## config.mk

```make
export PLATFORM = sky130hd
export DESIGN_NAME = seven_segment_scan_ctrl
export DESIGN_NICKNAME = d
export VERILOG_FILES = /design/src/rtl/seven_segment_scan_ctrl.sv
export SDC_FILE = /design/constraint.sdc
export NUM_CORES = 1
export LEC_CHECK = 0
export BUFFER_PORTS_ARGS = -buffer_cell sky130_fd_sc_hd__buf_2
export CAP_MARGIN = 40
export CORE_UTILIZATION = 65
export CTS_CLUSTER_SIZE = 14
export DETAILED_ROUTE_END_ITERATION = 8
export GPL_TIMING_DRIVEN = 0
export PLACE_DENSITY = 0.85
export SYNTH_ARGS = -nofsm -noshare
export SYNTH_HDL_FRONTEND = slang
export SYNTH_SLANG_ARGS = --single-unit
```

## constraint.sdc

```tcl
create_clock -name clk -period 7.3 [get_ports clk]
set_input_delay 1.825 -clock clk [delete_from_list [all_inputs] [get_ports clk]]
set_output_delay 1.825 -clock clk [all_outputs]
set_load 0.05 [all_outputs]
```

## src/rtl/seven_segment_scan_ctrl.sv

```systemverilog
// Multiplexed N-digit seven-segment driver with hex or double-dabble decimal
// display, leading-zero blanking and overflow dashes.
module seven_segment_scan_ctrl #(
   parameter int N_DIGITS     = 8,
   parameter int DATA_W       = 32,
   parameter int REFRESH_BITS = 18
) (
   input  logic                clk,
   input  logic                reset,
   input  logic [DATA_W-1:0]   num_in,
   input  logic                num_valid,
   input  logic                base_sel,
   input  logic                blank_lz,
   output logic                busy,
   output logic                overflow,
   output logic [N_DIGITS-1:0] an_out,
   output logic [7:0]          c_out
);

   localparam int DW = 4 * N_DIGITS;
   localparam int EW = (DATA_W > DW) ? DATA_W : DW;
   localparam int IW = (N_DIGITS > 1) ? $clog2(N_DIGITS) : 1;
   localparam int CW = (DATA_W > 1) ? $clog2(DATA_W + 1) : 1;

   typedef enum logic [1:0] {
      S_IDLE,
      S_SHIFT,
      S_COMMIT
   } state_t;

   state_t state_q, state_d;

   logic [DATA_W-1:0]       sh_q, sh_d;
   logic [DW-1:0]           bcd_q, bcd_d;
   logic                    ovs_q, ovs_d;
   logic [CW-1:0]           cnt_q, cnt_d;
   logic [DW-1:0]           disp_q, disp_d;
   logic                    ovf_q, ovf_d;
   logic [REFRESH_BITS-1:0] ref_q, ref_d;
   logic [IW-1:0]           idx_q, idx_d;
   logic [N_DIGITS-1:0]     an_q, an_d;
   logic [7:0]              seg_q, seg_d;

   logic [EW-1:0] ext;
   logic [DW-1:0] hex_dig;
   logic          hex_ovf;
   logic [DW-1:0] bcd_adj;
   logic [3:0]    nib;
   logic          nz_hi;
   logic          blank;

   function automatic logic [7:0] seg7(input logic [3:0] v);
      logic [7:0] s;
      unique case (v)
         4'h0: s = 8'hC0;
         4'h1: s = 8'hF9;
         4'h2: s = 8'hA4;
         4'h3: s = 8'hB0;
         4'h4: s = 8'h99;
         4'h5: s = 8'h92;
         4'h6: s = 8'h82;
         4'h7: s = 8'hF8;
         4'h8: s = 8'h80;
         4'h9: s = 8'h98;
         4'hA: s = 8'h88;
         4'hB: s = 8'h83;
         4'hC: s = 8'hC6;
         4'hD: s = 8'hA1;
         4'hE: s = 8'h86;
         default: s = 8'h8E;
      endcase
      return s;
   endfunction

   // Hex path: zero-extend narrow inputs, flag bits that spill past the digits
   assign ext     = EW'(num_in);
   assign hex_dig = ext[DW-1:0];

   generate
      if (EW > DW) begin : g_hex_ovf
         assign hex_ovf = |ext[EW-1:DW];
      end else begin : g_hex_fit
         assign hex_ovf = 1'b0;
      end
   endgenerate

   // FSM state register
   always_ff @(posedge clk or posedge reset) begin
      if (reset) begin
         state_q <= S_IDLE;
      end else begin
         state_q <= state_d;
      end
   end

   // FSM next state
   always_comb begin
      state_d = state_q;
      unique case (state_q)
         S_IDLE: begin
            if (num_valid && base_sel) state_d = S_SHIFT;
         end
         S_SHIFT: begin
            if (cnt_q == CW'(DATA_W - 1)) state_d = S_COMMIT;
         end
         S_COMMIT: state_d = S_IDLE;
         default:  state_d = S_IDLE;
      endcase
   end

   // FSM outputs
   always_comb begin
      busy = (state_q != S_IDLE);
   end

   always_comb begin
      bcd_adj = bcd_q;
      for (int i = 0; i < N_DIGITS; i++) begin
         if (bcd_q[4*i +: 4] >= 4'd5) begin
            bcd_adj[4*i +: 4] = bcd_q[4*i +: 4] + 4'd3;
         end
      end
   end

   always_comb begin
      sh_d   = sh_q;
      bcd_d  = bcd_q;
      ovs_d  = ovs_q;
      cnt_d  = cnt_q;
      disp_d = disp_q;
      ovf_d  = ovf_q;
      if (state_q == S_IDLE && num_valid) begin
         if (base_sel) begin
            sh_d  = num_in;
            bcd_d = '0;
            ovs_d = 1'b0;
            cnt_d = '0;
         end else begin
            disp_d = hex_dig;
            ovf_d  = hex_ovf;
         end
      end
      if (state_q == S_SHIFT) begin
         sh_d  = sh_q << 1;
         bcd_d = {bcd_adj[DW-2:0], sh_q[DATA_W-1]};
         ovs_d = ovs_q | bcd_adj[DW-1];
         cnt_d = cnt_q + 1'b1;
      end
      if (state_q == S_COMMIT) begin
         disp_d = bcd_q;
         ovf_d  = ovs_q;
      end
   end

   always_ff @(posedge clk or posedge reset) begin
      if (reset) begin
         sh_q   <= '0;
         bcd_q  <= '0;
         ovs_q  <= 1'b0;
         cnt_q  <= '0;
         disp_q <= '0;
         ovf_q  <= 1'b0;
      end else begin
         sh_q   <= sh_d;
         bcd_q  <= bcd_d;
         ovs_q  <= ovs_d;
         cnt_q  <= cnt_d;
         disp_q <= disp_d;
         ovf_q  <= ovf_d;
      end
   end

   // Scan: select current nibble and decide whether it sits in the zero prefix
   always_comb begin
      nib   = '0;
      nz_hi = 1'b0;
      for (int i = 0; i < N_DIGITS; i++) begin
         if (idx_q == IW'(i)) nib = disp_q[4*i +: 4];
         if (i >= int'(idx_q) && disp_q[4*i +: 4] != 4'd0) nz_hi = 1'b1;
      end
      blank = blank_lz && (idx_q != '0) && !nz_hi;
   end

   always_comb begin
      ref_d = ref_q + 1'b1;
      idx_d = idx_q;
      if (&ref_q) begin
         idx_d = (idx_q == IW'(N_DIGITS - 1)) ? '0 : idx_q + 1'b1;
      end
      an_d = ~(N_DIGITS'(1) << idx_q);
      if (ovf_q) begin
         seg_d = 8'hBF;
      end else if (blank) begin
         seg_d = 8'hFF;
      end else begin
         seg_d = seg7(nib);
      end
   end

   always_ff @(posedge clk or posedge reset) begin
      if (reset) begin
         ref_q <= '0;
         idx_q <= '0;
         an_q  <= '1;
         seg_q <= 8'hFF;
      end else begin
         ref_q <= ref_d;
         idx_q <= idx_d;
         an_q  <= an_d;
         seg_q <= seg_d;
      end
   end

   assign overflow = ovf_q;
   assign an_out   = an_q;
   assign c_out    = seg_q;

endmodule

```

==> results, run 1 <==
- The run finished with clean final reports.
- The layout filler cell count is 721.
- The internal power component is 1.48 mW.
- The latest clock arrival within the worst-skew pair is roughly 0.54 ns.
- The repair_antennas step left the layout with diodes totalling 0.
- The synthesis-stage register bit count is 142.
- The number of enable-type register cells in the synthesized netlist is 0.
- The number of warning messages in the yosys log is 0.
- The final sum of negative setup slack is 0 ns.
- At the pin with the least slew margin, the transition time is 0.695 ns.
- The achievable clock frequency is 296 MHz.
- The portion of total power attributed to sequential cells is 0.432.
- Of the total power, the share spent switching nets is 0.209.
- After clock tree synthesis, the repair step resized 0 gates.
- Sorting the synthesized cells by area gives the leading types as dfrtp_1 44%, dfstp_2 5.5%, ha_1 5.2%.
- The clock tree from TritonCTS is yes.
- The die height is 107 µm.
- The data required time of the worst path is 7.77 ns.
- The number of max-slew violations in the final report is 0.
- Summed over all instances, the cell type with the most area after synthesis is dfrtp_1.
- The leakage power is 3.87 nW.
- Of the total power, the clock network draws 0.524.
- Entering global routing, the biggest net connects 90 pins.
- The detailed router placed 6077 vias in this run.
- The die covers 0.0115 mm².
- Dividing total power by cell area gives a power density of 224 mW/mm².
- For this block, the routed nets add up to 18.6 mm of wire.
- Along the worst path, the maximum fanout reaches 10.
- From left edge to right edge, the die measures 107 µm.
- The overall global routing resource usage is 0.349.
- The number of max-cap violations is 0.
- IR analysis of the VDD net gives a maximum drop of 0.197 mV.
- The first TritonRoute pass finished after 6 iterations.
- The number of I/O pins is 55.
- The net count of the finished layout is 881.
- At the end of routability-driven placement, the weighted congestion stood at 0.918.
- Between clock sinks in the finished design, the worst skew comes to 0.00535 ns.
- The hold buffer count at CTS is 0.
- The number of antenna violations at the first check in global routing is 0.
- Clock-pin slew was measured on the worst setup and hold paths at 0.06 ns.
- The fraction of layout cells with a size suffix above 1 is 0.157.
- The buffer depth of the longest clock path is 2.
- The synthesized net count is 808.
- Global routing finished with a remaining overflow of 0.
- The row count is 38.
- Dividing the final minimum period by the clock period gives 0.463.
- The number of H-tree levels is 4.
- The number of violations reported at the end of detailed-routing iteration 0 is 591.
- Power comes to 1.87 mW.
- Setup repair after global routing left no endpoint under its margin.
- The number of setup buffers added after CTS is 0.
- The routed design could run at a clock period as short as 3.38 ns.
- The sequential area share after synthesis is 0.495.
- In the final routed layout, each cell accounts on average for 19.2 µm.
- The element type at the critical path end is a flop.
- The cell count after synthesis is 741.
- The worst setup path is of the flop to flop kind.
- The count of antenna-violating nets left after detailed routing is 0.
- The root buffer cell chosen for the clock tree is clkbuf_8.
- Setup violations remaining at the end of the flow were counted as 0.
- The final hold violation count is 0.
- The classification of the worst-slack hold path is flop to flop.
- The via count of the first global-routing pass is 6147.
- The average size of a mapped cell is just under 10 µm².
- The share of async-settable or async-resettable flops after synthesis is 1.00.
- The CTS sink count is 142.
- For this configuration, the core starts out at a cell density of 0.666.
- The first global-routing pass estimated 30.6 mm of wire.
- After synthesis, the netlist uses 67 different library cells.
- The standard cell core area is 0.0108 mm².
- Of the total power, combinational logic draws 0.044.
- In the synthesized netlist the dominant register cell turns out to be dfrtp_1.
- The type of element launching the critical path is a flop.
- The synthesized cell area is 0.00721 mm².
- The share of Yosys cell area claimed by the top area cell type is 0.441.
- The arrival time of the worst setup path is around 3.9 ns.
- The total CTS buffers is 17.
- The worst max-slew margin expressed relative to the limit is 0.537.
- Once detailed placement completed, the half-perimeter wirelength came to roughly 13 mm.
- The net switching power figure is roughly 390 µW.
- The count of buffers inserted at the top-level ports is 53.
- Using the TritonRoute via totals, the vias-per-cell ratio works out to 6.28.
- The layout overhead on the synthesized area is 15.8%.
- The number of remaining DRC errors is 0.
==> layout make-up <==
class	count	area (µm²)	share of cell area
plain buffers	38	186	0.0223
clock buffers	22	463	0.0554
clock inverters	10	206	0.0247
inverters	31	123	0.0147
multi-input cells	530	3340	0.399
flip-flops and latches	142	3570	0.427
well taps	140	175	0.0210
repair buffers	54	293	0.0350
==> path summary, 6_finish.rpt <==
| kind | startpoint | slack [ns] | to | depth (start not counted) |
|---|---|---|---|---|
| hold reg to reg | ref_q[16] | 0.47 | ref_q[16] | 1 |
| setup / recovery | idx_q[1] | 3.92 | c_out[3] | 14 |
| setup reg to reg | idx_q[1] | 3.92 | c_out[3] | 14 |
| min in group asynchronous | reset | 1.33 | ref_q[16] | 2 |
| hold / removal | ref_q[16] | 0.47 | ref_q[16] | 1 |
| max in group asynchronous | reset | 5.16 | bcd_q[6] | 3 |
==> cell usage in the layout, fill, tap and decap left out, types with 4 or more instances in the layout <==
master / n
inv_1: 26
buf_1: 7
dfstp_2: 15
clkbuf_1: 21
dfrtp_1: 127
buf_2: 59
xor2_1: 10
o22ai_1: 43
nand3_1: 21
nor2b_1: 4
a32o_1: 8
o32ai_1: 5
nand2_1: 71
mux2i_1: 34
nor4_1: 9
nor2_1: 87
nand2b_1: 11
and3_1: 8
a21oi_1: 30
and2_1: 4
clkbuf_8: 5
clkbuf_16: 16
xnor2_1: 20
bufinv_16: 6
nor3_1: 6
o31ai_1: 11
ha_1: 30
o21ai_0: 67
==> per-layer routing <==
| metal | track usage | up-vias | part of all wire |
|---|---|---|---|
| li1 | - | 2788 | - |
| met1 | 0.433 | 2975 | 0.41 |
| met2 | 0.590 | 254 | 0.50 |
| met3 | 0.0672 | 60 | 0.062 |
| met4 | 0.159 | 0 | 0.031 |
| met5 | 0 | - | 0 |
==> power groups by stage <==
| stage | clock network (mW) | registers, mW | logic, mW |
|---|---|---|---|
| after global routing | 1.02 | 0.808 | 0.0902 |
| after CTS | 0.981 | 0.808 | 0.0821 |
| after detailed placement | 0 | 0.821 | 0.0815 |
| final | 0.980 | 0.808 | 0.0820 |
| after global placement | 0 | 0.821 | 0.0767 |
| after floorplan | 0 | 0.829 | 0.0400 |
==> cells by family after synthesis <==
| group | Yosys count | synth area share |
|---|---|---|
| other | 1 | 0.000520 |
| multiplexers | 34 | 0.0472 |
| flip-flops | 142 | 0.495 |
| buffers and inverters | 69 | 0.0421 |
| AND/OR/NAND/NOR | 239 | 0.152 |
| XOR/XNOR | 30 | 0.0364 |
| adder cells (fa/ha/maj) | 30 | 0.0520 |
| AO/OA/AOI/OAI | 196 | 0.174 |
==> per-stage QoR <==
stage	setup WS [ns]	cells	hold WS, ns	utilization	cell area [µm²]
2_1_floorplan	1.69	741	0.434	-	7210
3_3_place_gp	0.364	934	0.446	0.706	7650
3_5_place_dp	3.86	935	0.455	0.709	7690
4_1_cts	3.96	967	0.464	0.771	8360
5_1_grt	3.72	967	0.482	0.771	8360
6_report	3.92	967	0.469	0.771	8360
==> cells in the mapped netlist (10+ instances only) <==
cell type and instances:
inv_1 27, dfstp_2 15, mux2i_1 34, dfrtp_1 127, o21ai_0 67, nand3_1 21, xor2_1 10, a21oi_1 30
ha_1 30, nor2_1 87, nand2_1 71, xnor2_1 20, nand2b_1 11, o31ai_1 11, o22ai_1 43, clkbuf_1 19
==> state kept, by name, summed over array words and instances (netlist names), 2 cells and up <==
name,flops
sh_q,32
state_q,2
ref_q,18
idx_q,3
an_out,8
bcd_q,32
disp_q,32
c_out,7
cnt_q,6
==> critical path: stages (launching register included) <==
cell and delay, ns:
dfrtp_1 0.44, buf_6 0.17, inv_1 0.11, ha_1 0.26
buf_4 0.21, a32oi_1 0.22, o21a_1 0.15, nor4_1 0.05
a221oi_2 0.43, ha_1 0.36, nand3_1 0.11, or2b_1 0.25
nor4_1 0.28, o32ai_2 0.12, o21ai_1 0.13
Note: power is estimated with default switching activity, not from simulation.
==> run 2, diff against run 1 <==
--- a/config.mk
+++ b/config.mk
@@ -5,13 +5,14 @@
 export SDC_FILE = /design/constraint.sdc
 export NUM_CORES = 1
 export LEC_CHECK = 0
+export ABC_AREA = 1
 export BUFFER_PORTS_ARGS = -buffer_cell sky130_fd_sc_hd__buf_2
 export CAP_MARGIN = 40
-export CORE_UTILIZATION = 65
+export CORE_UTILIZATION = 55
 export CTS_CLUSTER_SIZE = 14
 export DETAILED_ROUTE_END_ITERATION = 8
 export GPL_TIMING_DRIVEN = 0
-export PLACE_DENSITY = 0.85
+export PLACE_DENSITY = 0.77
 export SYNTH_ARGS = -nofsm -noshare
 export SYNTH_HDL_FRONTEND = slang
 export SYNTH_SLANG_ARGS = --single-unit
==> constraint.sdc (replaced) <==
create_clock -name clk -period 2.94 [get_ports clk]
set_input_delay 0.735 -clock clk [delete_from_list [all_inputs] [get_ports clk]]
set_output_delay 0.735 -clock clk [all_outputs]
set_load 0.05 [all_outputs]
==> run 2 against run 1 <==
- critical path depth rose by 6
- first-iteration DRC count down 0.34%
- critical endpoint is now c_out[1]
- clock power grew 130%
- hold slack got worse by 0.17 ns
- final cell count increased by 17%
- highest routed layer unchanged
==> results, run 2 <==
- The layout filler cell count was 1067 (was 721).
- The count of buffers inserted at the top-level ports is 53 (unchanged).
- The distinct cell type count of the synthesized netlist is 43 (was 67).
- The row count was 41 (was 38).
- The number of standard cells in the final layout excluding fillers was 1130 (was 967).
- Chain of cells forming the critical path: buf_4, inv_1, ha_2, nand2_1, inv_1, nand3_1, nand3_1, o211ai_1, nand2_1, nand2_1, nand2_1, nand2_1, nand2_2, inv_1, ha_1, inv_1, nand2_1, nand2_1, nand2_1, nand2_1 (was buf_6, inv_1, ha_1, buf_4, a32oi_1, o21a_1, nor4_1, a221oi_2, ha_1, nand3_1, or2b_1, nor4_1, o32ai_2, o21ai_1).
- The arrival time of the worst setup path came to 2.93 ns (was 3.85 ns).
- The dominant register cell in the synthesized netlist is dfrtp_1 (unchanged).
- The number of warning messages in the yosys log was 0 (unchanged).
- The achievable clock frequency is 391 MHz (was 296 MHz).
- The number of enable-type register cells in the synthesized netlist came to 0 (unchanged).
- Commonest cells in the netlist: 154 x nand2_1, 127 x dfrtp_1, 116 x inv_1 (was 127 x dfrtp_1, 87 x nor2_1, 71 x nand2_1).
- The total power per unit cell area is 697 mW/mm² (was 224 mW/mm²).
- The number of max-slew violations in the final report is 0 (unchanged).
- The standard cell core area is 0.0128 mm² (was 0.0108 mm²).
- The antenna diode instance count is 0 (unchanged).
- The synthesis-stage register bit count is 142 (unchanged).
- The routability-driven placement congestion ratio was 0.913 (was 0.918).
- The final hold violation count is 0 (unchanged).
- The most common library cell in the layout ignoring fill and taps was nand2_1 (was dfrtp_1).
- The worst hold-check slack came to 0.296 ns (was 0.469 ns).
- The biggest cell delay along the critical path is 0.40 ns (was 0.44 ns).
- The latest clock arrival within the worst-skew pair is 0.44 ns (was 0.54 ns).
- The data required time of the worst path is 3.31 ns (was 7.77 ns).
- The x dimension of the die is 118 µm (was 107 µm).
- The worst max-slew margin expressed relative to the limit is 0.504 (was 0.537).
- The actual transition at the worst max-transition pin came to 0.745 ns (was 0.695 ns).
- The total CTS buffers is 17 (unchanged).
- The number of buffers inserted by post-CTS setup repair was 0 (unchanged).
- The most area-hungry cell type in the Yosys netlist was dfrtp_1 (unchanged).
- The synthesized cell area is 0.00734 mm² (was 0.00721 mm²).
- The post-route clock period utilization is 0.870 (was 0.463).
- The worst-case clock skew is 0.0133 ns (was 0.00535 ns).
- The utilization of the core after routing came to 0.666 (was 0.771).
- The clock period minus worst slack came to 2.56 ns (was 3.38 ns).
- The library cell with the highest instance count after synthesis is nand2_1 (was dfrtp_1).
- Largest registers ranked by flip-flop count: bcd_q: 32 flops, disp_q: 32 flops, sh_q: 32 flops (unchanged).
- The CTS clock-pin slew for the worst setup and hold paths is 0.05 ns (was 0.06 ns).
- The pin count of the biggest net entering global routing is 38 (was 90).
- The number of antenna violations at the first check in global routing is 0 (unchanged).
- The first-pass detailed-route iteration total is 4 (was 6).
- The total placed instance area came to 0.00790 mm² (was 0.00769 mm²).
- The total number of vias is 6322 (was 6077).
- The total chip power is 5.95 mW (was 1.87 mW).
- The number of I/O pins came to 55 (unchanged).
- The number of violations reported at the end of detailed-routing iteration 0 is 589 (was 591).
- The total wirelength of the detailed-routed design is 18.3 mm (was 18.6 mm).
- The cell area after layout came to 0.00854 mm² (was 0.00836 mm²).
- The count of nets after finishing is 1012 (was 881).
- The average size of a mapped cell is 8.44 µm² (was 9.74 µm²).
- The routed length per instance was 16.2 µm (was 19.2 µm).
- The layout overhead on the synthesized area is 16.4% (was 15.8%).
- The launching point of the worst reg2reg path is idx_q[0] (was idx_q[1]).
- The CTS sink count is 142 (unchanged).
- The synthesized net count was 936 (was 808).
- The final global-route overflow total is 0 (unchanged).
- The critical path's most frequent cell is nand2_1.
- The overall global routing resource usage is 0.278 (was 0.349).
- The element type at the critical path end was a flop (unchanged).
- The via count of the first global-routing pass is 6051 (was 6147).
- The cell count after synthesis is 869 (was 741).
- The cell count after placement is 1098 (was 935).
- The clock tree from TritonCTS is yes (unchanged).
- The largest vdd supply drop came to 0.472 mV (was 0.197 mV).
- The clock root buffer master is clkbuf_16 (was clkbuf_8).
- The number of remaining DRC errors is 0 (unchanged).
- The sequential area share after synthesis is 0.487 (was 0.495).
- The number of max-cap violations is 0 (unchanged).
- The share of Yosys cell area claimed by the top area cell type was 0.433 (was 0.441).
- The cell with the biggest individual delay on the critical path is dfrtp_1 (unchanged).
- The leakage power is 4.27 nW (was 3.87 nW).
- The number of setup violations in the final report is 0 (unchanged).
- The half-perimeter wire length after placement is 13.3 mm (was 13.0 mm).
- Highest-count cells in the layout ignoring fill and taps: 153 x nand2_1, 127 x dfrtp_1, 115 x inv_1 (was 127 x dfrtp_1, 87 x nor2_1, 71 x nand2_1).
- The type of element launching the critical path is a flop (unchanged).
- Setup repair after global routing missed its margin: false (unchanged).
- The share of async-settable or async-resettable flops after synthesis is 1.00 (unchanged).
- Most area-consuming cells after synthesis: dfrtp_1 43%, nand2_1 7.9%, o21ai_0 7.7% (was dfrtp_1 44%, dfstp_2 5.5%, ha_1 5.2%).
- The launching instance or port of the critical path is idx_q[0] (was idx_q[1]).
- The area enclosed by the die boundary is 0.0138 mm² (was 0.0115 mm²).
- The maximum net fanout on the critical path was 9 (was 10).
- The die height is 118 µm (was 107 µm).
- The global-route wire length before repair is 30.0 mm (was 30.6 mm).
- The starting density of the core was 0.572 (was 0.666).
- The classification of the worst-slack hold path is primary input to asynchronous set/reset pin (was flop to flop).
- The number of H-tree levels is 4 (unchanged).
- Run status: complete, no violations (unchanged).
- The buffer depth of the longest clock path was 2 (unchanged).
- The fraction of layout cells with a size suffix above 1 is 0.150 (was 0.157).
- The count of antenna-violating nets left after detailed routing is 0 (unchanged).
- The via density per instance is 5.59 (was 6.28).
- The critical path start-end classification is flop to flop (unchanged).
==> run 2: cell count changes after synthesis, moves of 13 or more <==
cell     change
nand3_1     +16
mux2i_1     -34
xor2_1      +13
o21ai_0     +46
nand2_1     +83
inv_1       +89
xnor2_1     -14
==> run 2: worst max-delay path: cells and delay by family (launching register included) <==
family	cells	cell delay, ns
buffers and inverters	5	0.53
adder cells (fa/ha/maj)	2	0.53
AND/OR/NAND/NOR	12	0.96
flip-flops	1	0.40
AO/OA/AOI/OAI	1	0.11
==> run 2: worst paths after layout <==
| path | slack, ns | depth (start not counted) | to |
|---|---|---|---|
| hold / removal | 0.30 | 2 | sh_q[9] |
| setup reg to reg | 0.38 | 20 | c_out[1] |
| min in group clk | 0.46 | 1 | c_out[6] |
| setup / recovery | 0.38 | 20 | c_out[1] |
| max in group asynchronous | 1.56 | 5 | an_out[3] |
| hold reg to reg | 0.46 | 1 | c_out[6] |
==> run 2: logic make-up (layout without fill, tap and decap cells) <==
logic type	after synthesis	in the layout	synth area share
xor gates and xnor gates	29	29	0.0346
buffers and inverters	155	244	0.0858
and+or+nand+nor	301	301	0.177
adders and majority gates	30	30	0.0512
other	1	1	0.000511
AOI/OAI and AO/OA	211	211	0.164
DFF	142	142	0.487
==> run 2: report_power, final <==
part | switching (mW) | internal [mW] | leakage, nW
clock network | 0.781 | 1.49 | 0.314
logic | 0.810 | 0.496 | 2.29
registers | 0.177 | 2.19 | 1.68
==> run 2: what timing repair did <==
| action | in CTS | in global routing |
|---|---|---|
| resized for setup | 0 | 2 |
| hold buffers | 0 | 0 |
| endpoints found under the setup margin | 0 | 2 |
==> run 2: final cells by class <==
cell class	instances	area, µm²	area share
Multi-Input combinational cell	572	3140	0.368
Clock inverter	5	100	0.0117
Sequential cell	142	3570	0.418
Inverter	120	459	0.0538
Buffer	35	174	0.0204
Clock buffer	27	533	0.0624
Tap cell	172	215	0.0252
Timing Repair Buffer	57	345	0.0404
==> run 2: routing by layer <==
metal  wire, µm  track usage
met1       7940        0.357
met2       8720        0.449
met3        995       0.0596
met4        605        0.135
met5          0            0
==> run 2: through the flow <==
step / worst slack (ns) / TNS (ns)
after CTS: 0.265 / 0
after global routing: 0.0790 / 0
after global placement: -0.431 / -53.06
after floorplan: 0.440 / 0
final: 0.383 / 0
after detailed placement: 0.328 / 0
==> run 3, diff against run 2 <==
--- a/config.mk
+++ b/config.mk
@@ -8,11 +8,13 @@
 export ABC_AREA = 1
 export BUFFER_PORTS_ARGS = -buffer_cell sky130_fd_sc_hd__buf_2
 export CAP_MARGIN = 40
-export CORE_UTILIZATION = 55
+export CORE_UTILIZATION = 57
+export CTS_BUF_LIST = sky130_fd_sc_hd__clkbuf_4 sky130_fd_sc_hd__clkbuf_8
 export CTS_CLUSTER_SIZE = 14
 export DETAILED_ROUTE_END_ITERATION = 8
 export GPL_TIMING_DRIVEN = 0
-export PLACE_DENSITY = 0.77
+export PLACE_DENSITY = 0.79
+export SLEW_MARGIN = 25
 export SYNTH_ARGS = -nofsm -noshare
 export SYNTH_HDL_FRONTEND = slang
 export SYNTH_SLANG_ARGS = --single-unit
==> run 3 against run 2 <==
- via count down 2.4%
- setup slack got worse by 0.050 ns
- routed wire length decreased by 2.7%
- critical path depth is 2 lower
- flip-flop and latch count did not move
- design area down 2.9%
- sequential power barely moved
- combinational power barely moved
- first-iteration DRC count is 16% lower
- hold slack got worse by 0.031 ns
- largest power group unchanged
- highest routed layer unchanged
==> results, run 3 (synthesized netlist as in run 2, its figures left out) <==
- Run status: complete, no violations (unchanged).
- The fraction of layout cells with a size suffix above 1 came to 0.152 (was 0.150).
- The overall global routing resource usage is 0.288 (was 0.278).
- The total placed instance area is 0.00794 mm² (was 0.00790 mm²).
- The routed length per instance is 15.7 µm (was 16.2 µm).
- The number of I/O pins came to 55 (unchanged).
- The data required time of the worst path is 3.33 ns (was 3.31 ns).
- The total power per unit cell area came to 616 mW/mm² (was 697 mW/mm²).
- The die height is 115 µm (was 118 µm).
- The cell count after placement is 1099 (was 1098).
- The first-pass detailed-route iteration total is 5 (was 4).
- The clock root buffer master is clkbuf_8 (was clkbuf_16).
- The number of antenna violations at the first check in global routing was 0 (unchanged).
- The biggest cell delay along the critical path was 0.40 ns (about the same).
- The buffer depth of the longest clock path was 2 (unchanged).
- The total number of vias was 6171 (was 6322).
- The final sum of negative setup slack is 0 ns (unchanged).
- The routability-driven placement congestion ratio is 0.903 (was 0.913).
- The half-perimeter wire length after placement is 13.4 mm (was 13.3 mm).
- The clock tree from TritonCTS is yes (unchanged).
- The maximum net fanout on the critical path is 9 (unchanged).
- The global-route wire length before repair was 28.8 mm (was 30.0 mm).
- The classification of the worst-slack hold path is primary input to asynchronous set/reset pin (unchanged).
- The post-route clock period utilization is 0.887 (was 0.870).
- The launching point of the worst reg2reg path is idx_q[0] (unchanged).
- The number of max-cap violations came to 0 (unchanged).
- The area enclosed by the die boundary came to 0.0133 mm² (was 0.0138 mm²).
- The launching instance or port of the critical path is idx_q[0] (unchanged).
- The number of remaining DRC errors is 0 (unchanged).
- The leakage power is 4.17 nW (was 4.27 nW).
- The count of buffers inserted at the top-level ports came to 53 (unchanged).
- The total CTS buffers is 17 (unchanged).
- The number of gates resized after CTS came to 0 (unchanged).
- The largest vdd supply drop is 0.361 mV (was 0.472 mV).
- The type of element launching the critical path is a flop (unchanged).
- The x dimension of the die came to 115 µm (was 118 µm).
- The layout overhead on the synthesized area came to 13.0% (was 16.4%).
- The critical path's most frequent cell is nand2_1 (unchanged).
- The row count is 41 (unchanged).
- The worst hold-check slack is 0.264 ns (was 0.296 ns).
- The achievable clock frequency was 383 MHz (was 391 MHz).
- Chain of cells forming the critical path: buf_4, inv_1, ha_1, nand2_1, inv_1, nand3_1, nand3_1, o211ai_1, nand2_1, nand2_1, nand2_1, nand2_1, nand2_1, inv_1, ha_1, o21ai_0, nand2_1, nand3_1 (was buf_4, inv_1, ha_2, nand2_1, inv_1, nand3_1, nand3_1, o211ai_1, nand2_1, nand2_1, nand2_1, nand2_1, nand2_2, inv_1, ha_1, inv_1, nand2_1, nand2_1, nand2_1, nand2_1).
- The number of standard cells in the final layout excluding fillers is 1131 (was 1130).
- The final hold violation count is 0 (unchanged).
- The most common library cell in the layout ignoring fill and taps is nand2_1 (unchanged).
- The worst max-slew margin expressed relative to the limit came to 0.562 (was 0.504).
- The element type at the critical path end was a flop (unchanged).
- The via count of the first global-routing pass was 5965 (was 6051).
- The number of buffers inserted by post-CTS setup repair is 0 (unchanged).
- The total wirelength of the detailed-routed design is 17.8 mm (was 18.3 mm).
- The final global-route overflow total is 0 (unchanged).
- The actual transition at the worst max-transition pin is 0.657 ns (was 0.745 ns).
- The number of violations reported at the end of detailed-routing iteration 0 is 496 (was 589).
- The critical path start-end classification is flop to flop (unchanged).
- The clock period minus worst slack was 2.61 ns (was 2.56 ns).
- The count of nets after finishing is 1013 (was 1012).
- Largest registers ranked by flip-flop count: bcd_q: 32 flops, disp_q: 32 flops, sh_q: 32 flops (unchanged).
- The standard cell core area came to 0.0126 mm² (was 0.0128 mm²).
- Highest-count cells in the layout ignoring fill and taps: 154 x nand2_1, 127 x dfrtp_1, 115 x inv_1 (was 153 x nand2_1, 127 x dfrtp_1, 115 x inv_1).
- The worst-case clock skew is 0.0120 ns (was 0.0133 ns).
- The pin count of the biggest net entering global routing was 33 (was 38).
- The hold buffer count at CTS is 0 (unchanged).
- The antenna diode instance count is 0 (unchanged).
- The cell with the biggest individual delay on the critical path is dfrtp_1 (unchanged).
- The number of setup violations in the final report is 0 (unchanged).
- Setup repair after global routing missed its margin: false (unchanged).
- The via density per instance came to 5.46 (was 5.59).
- The number of max-slew violations in the final report is 0 (unchanged).
- The starting density of the core was 0.584 (was 0.572).
- The number of H-tree levels is 4 (unchanged).
- The cell area after layout is 0.00829 mm² (was 0.00854 mm²).
- The count of antenna-violating nets left after detailed routing is 0 (unchanged).
- The arrival time of the worst setup path is 3.00 ns (was 2.93 ns).
- The CTS sink count is 142 (unchanged).
- The latest clock arrival within the worst-skew pair is 0.46 ns (was 0.44 ns).
- The number of cells traversed by the worst register-to-register path came to 18 (was 20).
- The CTS clock-pin slew for the worst setup and hold paths is 0.07 ns (was 0.05 ns).
## run 3: cell count changes in the layout (fill, tap and decap cells not counted), moves of 2 or more
cell       previous run  this run
clkbuf_1             20        17
clkbuf_8              7        19
bufinv_16             3         0
clkbuf_16            17         0
clkbuf_4              0        10
buf_16                0         2
## run 3: power by group
| part | leakage (nW) | switching, mW | internal, mW |
|---|---|---|---|
| combinational | 2.30 | 0.820 | 0.505 |
| clock | 0.191 | 0.695 | 0.720 |
| sequential | 1.68 | 0.179 | 2.19 |
## run 3: metrics by stage
stage,utilization,setup WS [ns],total power [mW]
3_5_place_dp,0.631,0.356,3.69
3_3_place_gp,0.622,-0.436,3.60
6_report,0.660,0.332,5.11
4_1_cts,0.660,0.321,5.09
2_1_floorplan,-,0.440,3.35
5_1_grt,0.660,0.0730,5.43
## run 3: final timing paths
kind	endpoint	slack (ns)
setup / recovery	c_out[3]	0.33
hold / removal	sh_q[8]	0.26
setup reg to reg	c_out[3]	0.33
hold reg to reg	c_out[6]	0.47
max in group asynchronous	c_out[0]	1.77
min in group clk	c_out[6]	0.47
## run 3: area by class of cell
class | instances | area (µm²)
tap | 172 | 215
inverter | 120 | 459
clock buffer | 29 | 337
sequential | 142 | 3570
clock inverter | 3 | 17.5
multi-input combinational | 572 | 3140
buffer | 35 | 174
timing repair buffer | 58 | 380
fill | 1035 | 4280
## run 3: metal layers
metal / share of wire / global-route usage / wire length, µm
met1: 0.44 / 0.368 / 7790
met2: 0.47 / 0.468 / 8390
met3: 0.056 / 0.0554 / 1000
met4: 0.033 / 0.149 / 590
met5: 0 / 0 / 0
## run 3: critical path: cells and delay by family, from the launching register on
kind                     cells  cell delay (ns)
AND/OR/NAND/NOR             10             0.83
adder cells (fa/ha/maj)      2             0.55
buffers and inverters        4             0.47
flip-flops                   1             0.40
AO/OA/AOI/OAI                2             0.29
